`src/rtl/iq_mixer_dump.sv`:
```
// Quadrature mixer with optional integrate-and-dump. Stage 1 registers the
// full-precision products; stage 2 accumulates, rounds, shifts and saturates per channel.

module iq_mixer_dump_chan #(
  parameter int P_W   = 16,
  parameter int ACC_W = 28,
  parameter int SHIFT = 0,
  parameter int OUT_W = 16
) (
  input  logic                    clk,
  input  logic                    rst,
  input  logic                    en,
  input  logic                    first,
  input  logic                    last,
  input  logic signed [P_W-1:0]   prod,
  output logic signed [OUT_W-1:0] res,
  output logic                    clip
);
  localparam logic signed [ACC_W:0] AMAX = {2'b00, {(ACC_W-1){1'b1}}};
  localparam logic signed [ACC_W:0] AMIN = {2'b11, {(ACC_W-1){1'b0}}};
  localparam logic signed [ACC_W:0] OMAX = {{(ACC_W+2-OUT_W){1'b0}}, {(OUT_W-1){1'b1}}};
  localparam logic signed [ACC_W:0] OMIN = {{(ACC_W+2-OUT_W){1'b1}}, {(OUT_W-1){1'b0}}};
  localparam logic [ACC_W:0]        RND  = ({{ACC_W{1'b0}}, 1'b1} << SHIFT) >> 1;

  logic signed [ACC_W-1:0] acc, acc_nxt;
  logic                    acc_ovf, ovf_nxt, out_clip;
  logic signed [ACC_W:0]   base, prod_x, sum, rnd, shf;
  logic signed [OUT_W-1:0] res_nxt;

  always_comb begin
    base     = first ? '0 : {acc[ACC_W-1], acc};
    prod_x   = {{(ACC_W+1-P_W){prod[P_W-1]}}, prod};
    sum      = base + prod_x;
    ovf_nxt  = first ? 1'b0 : acc_ovf;
    acc_nxt  = sum[ACC_W-1:0];
    if (sum > AMAX) begin
      acc_nxt = AMAX[ACC_W-1:0];
      ovf_nxt = 1'b1;
    end else if (sum < AMIN) begin
      acc_nxt = AMIN[ACC_W-1:0];
      ovf_nxt = 1'b1;
    end
    // headroom bit keeps the rounding add from wrapping
    rnd      = {acc_nxt[ACC_W-1], acc_nxt} + RND;
    shf      = rnd >>> SHIFT;
    out_clip = 1'b0;
    res_nxt  = shf[OUT_W-1:0];
    if (shf > OMAX) begin
      res_nxt  = OMAX[OUT_W-1:0];
      out_clip = 1'b1;
    end else if (shf < OMIN) begin
      res_nxt  = OMIN[OUT_W-1:0];
      out_clip = 1'b1;
    end
  end

  always_ff @(posedge clk) begin
    if (rst) begin
      acc     <= '0;
      acc_ovf <= 1'b0;
      res     <= '0;
      clip    <= 1'b0;
    end else if (en) begin
      if (last) begin
        res     <= res_nxt;
        clip    <= ovf_nxt | out_clip;
        acc     <= '0;
        acc_ovf <= 1'b0;
      end else begin
        acc     <= acc_nxt;
        acc_ovf <= ovf_nxt;
      end
    end
  end
endmodule

module iq_mixer_dump #(
  parameter int DATA_W = 8,
  parameter int NCO_W  = 8,
  parameter int ACC_W  = 28,
  parameter int SHIFT  = 0,
  parameter int OUT_W  = 16,
  parameter int CNT_W  = 16
) (
  input  logic                     clk,
  input  logic                     rst,
  input  logic                     in_valid,
  input  logic signed [DATA_W-1:0] adc_data,
  input  logic signed [NCO_W-1:0]  nco_sin,
  input  logic signed [NCO_W-1:0]  nco_cos,
  input  logic                     sym_sync,
  input  logic                     mode,
  input  logic [CNT_W-1:0]         dump_len,
  output logic                     out_valid,
  output logic signed [OUT_W-1:0]  I_out,
  output logic signed [OUT_W-1:0]  Q_out,
  output logic                     sat_flag
);
  localparam int P_W    = DATA_W + NCO_W;
  localparam int NUM_CH = 2;
  localparam logic [CNT_W-1:0] ONE = {{(CNT_W-1){1'b0}}, 1'b1};

  logic                          win_open, mode_l;
  logic [CNT_W-1:0]              cnt, len_l;
  logic                          start, eff_mode, last;
  logic [CNT_W-1:0]              eff_len, idx;
  logic [2:1]                    vld_pipe;
  logic                          s1_first, s1_last;
  logic [NUM_CH-1:0][NCO_W-1:0]  nco;
  logic [NUM_CH-1:0][P_W-1:0]    prod;
  logic [NUM_CH-1:0][OUT_W-1:0]  res;
  logic [NUM_CH-1:0]             clip;

  // ch0 = I (cos), ch1 = Q (sin)
  assign nco = {nco_sin, nco_cos};

  // window bookkeeping is resolved at acceptance so stage 2 only sees first/last
  always_comb begin
    start    = sym_sync | ~win_open;
    eff_mode = start ? mode : mode_l;
    eff_len  = start ? ((dump_len == '0) ? ONE : dump_len) : len_l;
    idx      = start ? '0 : cnt;
    last     = ~eff_mode | (idx == eff_len - ONE);
  end

  always_ff @(posedge clk) begin
    if (rst) begin
      vld_pipe <= '0;
      win_open <= 1'b0;
      mode_l   <= 1'b0;
      cnt      <= '0;
      len_l    <= '0;
      s1_first <= 1'b0;
      s1_last  <= 1'b0;
      prod     <= '0;
    end else begin
      vld_pipe[1] <= in_valid;
      vld_pipe[2] <= vld_pipe[1] & s1_last;
      if (in_valid) begin
        win_open <= ~last;
        mode_l   <= eff_mode;
        len_l    <= eff_len;
        cnt      <= idx + ONE;
        s1_first <= start;
        s1_last  <= last;
        for (int ch = 0; ch < NUM_CH; ch++)
          prod[ch] <= P_W'($signed(adc_data)) * P_W'($signed(nco[ch]));
      end
    end
  end

  for (genvar ch = 0; ch < NUM_CH; ch++) begin : g_ch
    iq_mixer_dump_chan #(
      .P_W(P_W), .ACC_W(ACC_W), .SHIFT(SHIFT), .OUT_W(OUT_W)
    ) u_chan (
      .clk  (clk),
      .rst  (rst),
      .en   (vld_pipe[1]),
      .first(s1_first),
      .last (s1_last),
      .prod (prod[ch]),
      .res  (res[ch]),
      .clip (clip[ch])
    );
  end

  assign out_valid = vld_pipe[2];
  assign I_out     = res[0];
  assign Q_out     = res[1];
  assign sat_flag  = |clip;
endmodule

```
`config.mk`:
```
export PLATFORM = sky130hd
export DESIGN_NAME = iq_mixer_dump
export DESIGN_NICKNAME = d
export VERILOG_FILES = /design/src/rtl/iq_mixer_dump.sv
export SDC_FILE = /design/constraint.sdc
export NUM_CORES = 1
export LEC_CHECK = 0
export ABC_AREA = 0
export CORE_UTILIZATION = 42
export DETAILED_ROUTE_END_ITERATION = 7
export DONT_BUFFER_PORTS = 1
export HOLD_SLACK_MARGIN = 0.02
export PLACE_DENSITY = 0.59
export SETUP_SLACK_MARGIN = 0.4
export SYNTH_ARGS = -nofsm -noshare
export SYNTH_HDL_FRONTEND = slang
export SYNTH_SLANG_ARGS = --single-unit
```
`constraint.sdc`:
```
create_clock -name clk -period 9.6 [get_ports clk]
set_input_delay 1.92 -clock clk [delete_from_list [all_inputs] [get_ports clk]]
set_output_delay 1.92 -clock clk [all_outputs]
set_load 0.05 [all_outputs]
```
==> results.yml, run 1 <==
grt:
  grt-ovfl-total: 0
  grt_max_degree: 147
  grt_pass1_vias: 14028
  gr-usage-all-layers: 0.229
  antenna_found_initial: 1
  grt_pass1_wl_um: 71900
routing:
  ant_nets: 0
  first_pass_iters: 5
  vias_per_cell: 5.59
  drt-initial-drc-count: 871
  drc: 0
  vias: 13955
  drt-total-wl_um: 43200
  wl_per_cell_um: 17.3
worst_setup_path:
  arrival_ns: 6.04
  crit_fanout: 8
  crit_type: "input port to flip-flop"
  worstSetupEndpointType: "flip-flop"
  critPathRequiredTime_ns: 9.93
  cp-start-kind: "input port"
  rrSetupSlack_ns: 4.50
  r2r-start: "s1_first"
  reg2reg_to: "g_ch[1].u_chan.res[0]"
  reg2regPathDepth: 14
timing:
  timing.slew.headroom: 0.381
  fin_crit_sh: 0.594
  rsz0062_at_grt: "false"
  finalSetupTns_ns: 0
  worstMarginPinSlew_ns: 0.921
  max_freq_ghz: 0.175
  hold_violations: 0
  period_minus_slack_ns: 5.71
  setup_viol: 0
  finClkSkew_ns: 0.0131
  slew_viol_final: 0
pwr:
  pwr_density_cell_mw_per_mm2: 202
  vdd.ir_drop.worst_mv: 0.131
  p_leak_nw: 7.27
  finalPower_mw: 3.46
min_path:
  hold_class: "flip-flop to flip-flop"
  hold_path_depth: 2
  min_to: "g_ch[1].u_chan.acc[13]"
  hp-start: "g_ch[1].u_chan.acc[13]"
cts:
  clk_pin_slew_ns: 0.07
  cts_buffers: 17
  cts_sinks: 162
  hold_buffers: 0
  cts_buffer_depth: 2
  root_buffer: "clkbuf_16"
  cts_tree: "done"
  cts_resized: 0
  clock_latency_ns: 0.46
  h-tree-depth: 4
  cts_setup_buffers: 0
yosys:
  synthMostInstantiatedCell: "nor2_1"
  synth_flop_cell: "dfxtp_1"
  synth_top_area_frac: 0.200
  synth_top_area_cell: "dfxtp_1"
  synth.distinct_cells: 81
  netlist_instances: 2044
  synth-seq-cells: 162
  synthTopCellsByArea: "dfxtp_1 20%, fa_1 14%, ha_1 8.9%"
  yosysWarnings: 0
  seq_area_frac_synth: 0.200
  synth_edf_count: 0
  yosys-top-cells-count: "205 x nor2_1, 190 x nand2_1, 162 x dfxtp_1"
  synthArstFlopShare: 0
  synth.avg_cell_area_um2: 7.94
  netlist_area_mm2: 0.0162
  synth_nets: 2317
floorplanning:
  ios: 79
  die-area_mm2: 0.0394
  core_mm2: 0.0378
  num_rows: 71
  die_y_um: 199
  die_w_um: 199
  initial_core_util: 0.429
layout:
  drive_above_1_share: 0.0388
  antenna_cells: 0
  finalNonFillerCells: 2495
  area_growth_pct: 5.74
  post-route-util: 0.453
  nFillCells: 3833
  multiInputGateArea_mm2: 0.0120
  seq_area_mm2: 0.00324
  finish.net_count: 2245
placed_design:
  dp_hpwl_um: 32500
  gp_congestion: 0.921
  dp.cells: 2464
  port_buffers: 0
outcome:
  status: "finished, final reports clean"
run:
  cap_violations: 0
==> through the flow <==
step	hold WS, ns	setup slack (ns)	cell area (um2)
floorplan	0.436	3.56	16200
global placement	0.438	3.46	16600
detailed placement	0.444	3.43	16600
CTS	0.453	3.89	17200
global route	0.473	3.57	17200
finish	0.451	3.89	17200
==> cell type report <==
class                      count  area share
clock buffer                  19      0.0258
clock inverter                12     0.00839
inverter                     148      0.0324
multi-input combinational   1629       0.701
sequential                   162       0.189
tap                          511      0.0373
timing repair buffer          14     0.00613
==> layout by cell type (no fill, tap or decap), drive strengths merged, types with 26 or more instances in the layout <==
cell,count
nor2,205
nand2,190
dfxtp,162
inv,154
a21oi,137
ha,116
o21ai,115
fa,112
and2,95
xnor2,76
nor2b,67
nand3,58
a22oi,40
a21o,33
nor3,32
a211oi,26
==> worst max-delay path by stage <==
stage | endpoint | startpoint
3_5_place_dp | prod[31] | nco_sin[4]
3_3_place_gp | prod[15] | nco_cos[1]
4_1_cts | prod[31] | nco_sin[4]
6_report | prod[14] | nco_cos[4]
5_1_grt | prod[31] | nco_sin[4]
2_1_floorplan | prod[31] | adc_data[1]
==> critical path, cell delays in order <==
cell and delay [ns]:
and2_1 0.15, fa_1 0.42, inv_1 0.09, fa_1 0.41, fa_1 0.48, fa_1 0.55, inv_1 0.04, ha_1 0.31
nor2b_1 0.15, o21ai_0 0.20, a21boi_0 0.14, o21ai_0 0.22, a21boi_0 0.15, o21ai_0 0.18, a21boi_0 0.15, o21a_1 0.21
o21ai_0 0.13, o311ai_0 0.13
==> where the power goes <==
| part | leakage, nW | switching, mW | internal [mW] |
|---|---|---|---|
| clock | 0.283 | 0.322 | 0.394 |
| combinational | 5.66 | 1.08 | 0.811 |
| sequential | 1.32 | 0.104 | 0.750 |
| total | 7.27 | 1.50 | 1.96 |
==> logic make-up after synthesis <==
kind of cell,share of synthesized area
adder cells (fa/ha/maj),0.243
XOR/XNOR,0.0534
multiplexers,0.0156
flip-flops,0.200
AO/OA/AOI/OAI,0.197
buffers and inverters,0.0604
AND/OR/NAND/NOR,0.230
==> state kept, by name, indices dropped and copies added, names as in the netlist, 2 cells and up <==
name	cells
cnt	16
g_ch.u_chan.acc	56
g_ch.u_chan.acc_ovf	2
g_ch.u_chan.clip	2
g_ch.u_chan.res	32
len_l	16
prod	32
vld_pipe	2
==> per-layer routing <==
metal  vias to the layer above  GRT usage  part of all wire
met1                      6706      0.284              0.45
met3                        68     0.0344             0.038
met5                         -          0           0.00032
li1                       6915          -                 -
met4                         2     0.0746             0.026
met2                       264      0.405              0.49
Note: power is estimated with default switching activity, not from simulation.
==> run 2, diff against run 1 <==
==> constraint.sdc (replaced) <==
create_clock -name clk -period 5.76 [get_ports clk]
set_input_delay 1.152 -clock clk [delete_from_list [all_inputs] [get_ports clk]]
set_output_delay 1.152 -clock clk [all_outputs]
set_load 0.05 [all_outputs]
==> results.yml, run 2 (same netlist as run 1, synthesis figures left out) <==
timing:
  slew_viol_final: 0
  finClkSkew_ns: 0.0105
  rsz0062_at_grt: "false"
  timing.slew.headroom: 0.362
  finalSetupTns_ns: 0
  period_minus_slack_ns: 5.05
  hold_violations: 0
  fin_crit_sh: 0.876
  worstMarginPinSlew_ns: 0.954
  max_freq_ghz: 0.198
  setup_viol: 0
  worst_hold_slack_ns: 0.453
cts:
  cts_sinks: 162
  clk_pin_slew_ns: 0.07
  cts_tree: "done"
  cts_buffers: 17
  cts_buffer_depth: 2
  cts_resized: 0
  root_buffer: "clkbuf_16"
  cts_setup_buffers: 0
  hold_buffers: 0
  clock_latency_ns: 0.44
  h-tree-depth: 4
run:
  cap_violations: 0
floorplanning:
  die_w_um: 199
  die_y_um: 199
  die-area_mm2: 0.0394
  ios: 79
  core_mm2: 0.0378
  initial_core_util: 0.429
  num_rows: 71
grt:
  grt_pass1_vias: 14002
  grt-ovfl-total: 0
  antenna_found_initial: 0
  gr-usage-all-layers: 0.232
  met3_usage: 0.0334
  busiest_layer: "met2"
  grtUsageMet1: 0.289
  grt_max_degree: 147
  grt_pass1_wl_um: 72500
  grt.met2_usage: 0.405
placed_design:
  gp_congestion: 0.895
  dp_hpwl_um: 33100
  port_buffers: 0
outcome:
  status: "finished, final reports clean"
routing:
  drt-total-wl_um: 43800
  vias_per_cell: 5.64
  vias: 14115
  first_pass_iters: 5
  wl_per_cell_um: 17.5
  ant_nets: 0
  drt-initial-drc-count: 892
  drc: 0
pwr:
  internal-power_mw: 3.27
  vdd.ir_drop.worst_mv: 0.226
  pwr_density_cell_mw_per_mm2: 335
  p_leak_nw: 7.31
  clockPowerShare: 0.203
  sw_frac_of_total: 0.434
  comb_power_share: 0.551
  pwr-share-seq: 0.247
  switchingPower_mw: 2.50
worst_setup_path:
  cp-start-kind: "input port"
  crit_type: "input port to flip-flop"
  worstSetupEndpointType: "flip-flop"
  arrival_ns: 5.41
  critPathRequiredTime_ns: 6.12
  crit_fanout: 8
layout:
  finish.net_count: 2252
  reg_top3: "g_ch.u_chan.acc (56), g_ch.u_chan.res (32), prod (32)"
  antenna_cells: 0
  final_common_cell: "nor2_1"
  area_growth_pct: 6.09
  mostFrequentLayoutCells: "203 x nor2_1, 190 x nand2_1, 161 x dfxtp_1"
  largest-register: "g_ch.u_chan.acc"
  drive_above_1_share: 0.0417
  largest_reg_flops: 56
  nFillCells: 3879
min_path:
  hold_class: "flip-flop to flip-flop"
-- run 2: stage by stage --
stage | std cells | area [um2] | util | power [mW] | worst slack (ns)
3_5_place_dp | 2471 | 16600 | 0.440 | 4.63 | 0.307
2_1_floorplan | 2044 | 16200 | - | 3.93 | 0.486
4_1_cts | 2502 | 17200 | 0.455 | 5.82 | 0.765
6_report | 2502 | 17200 | 0.455 | 5.77 | 0.713
3_3_place_gp | 2471 | 16600 | 0.440 | 4.59 | 0.387
5_1_grt | 2502 | 17200 | 0.455 | 6.29 | 0.412
-- run 2: layout make-up --
type / instances / area, um2 / area share
inverters: 148 / 556 / 0.0323
well taps: 511 / 639 / 0.0371
clock buffers: 19 / 433 / 0.0252
repair buffers: 21 / 170 / 0.00989
multi-input cells: 1629 / 12000 / 0.699
clock inverters: 12 / 146 / 0.00850
flip-flops and latches: 162 / 3240 / 0.188
-- run 2: critical path, cell delays in order --
cell and delay [ns]:
and2_1 0.16, fa_1 0.41, inv_1 0.10, fa_1 0.43, fa_1 0.49, fa_1 0.57
inv_1 0.05, ha_1 0.32, a21oi_1 0.20, o21ai_0 0.11, a21oi_1 0.21, o21ai_0 0.10
a21oi_1 0.22, o21ai_0 0.16, o41ai_1 0.35, xnor2_1 0.13, a211oi_1 0.24
-- run 2: final timing paths --
kind / startpoint / to / slack [ns] / cells after the start
hold reg to reg: g_ch[1].u_chan.acc[14] / g_ch[1].u_chan.acc[14] / 0.45 / 2
hold / removal: g_ch[1].u_chan.acc[14] / g_ch[1].u_chan.acc[14] / 0.45 / 2
setup reg to reg: s1_first / g_ch[1].u_chan.clip / 0.75 / 13
setup / recovery: nco_sin[4] / prod[31] / 0.71 / 17
-- run 2: power groups by stage --
stage	Clock (mW)	Combinational, mW	Sequential, mW
floorplan	0	2.54	1.39
global placement	0	3.14	1.45
detailed placement	0	3.18	1.45
CTS	1.19	3.20	1.43
global route	1.24	3.61	1.44
finish	1.17	3.18	1.42
-- run 2: layer usage --
| metal | share of wire | vias to the layer above |
|---|---|---|
| li1 | - | 6913 |
| met1 | 0.44 | 6778 |
| met2 | 0.48 | 355 |
| met3 | 0.050 | 69 |
| met4 | 0.029 | 0 |
| met5 | 0 | - |
==> run 3, diff against run 2 <==
--- a/config.mk
+++ b/config.mk
@@ -6,12 +6,14 @@
 export NUM_CORES = 1
 export LEC_CHECK = 0
 export ABC_AREA = 0
+export CAP_MARGIN = 20
 export CORE_UTILIZATION = 42
 export DETAILED_ROUTE_END_ITERATION = 7
 export DONT_BUFFER_PORTS = 1
 export HOLD_SLACK_MARGIN = 0.02
 export PLACE_DENSITY = 0.59
 export SETUP_SLACK_MARGIN = 0.4
+export SLEW_MARGIN = 30
 export SYNTH_ARGS = -nofsm -noshare
 export SYNTH_HDL_FRONTEND = slang
 export SYNTH_SLANG_ARGS = --single-unit
==> results of run 3 <==
The final DEF is identical to that of run 2; final timing and power are the same.
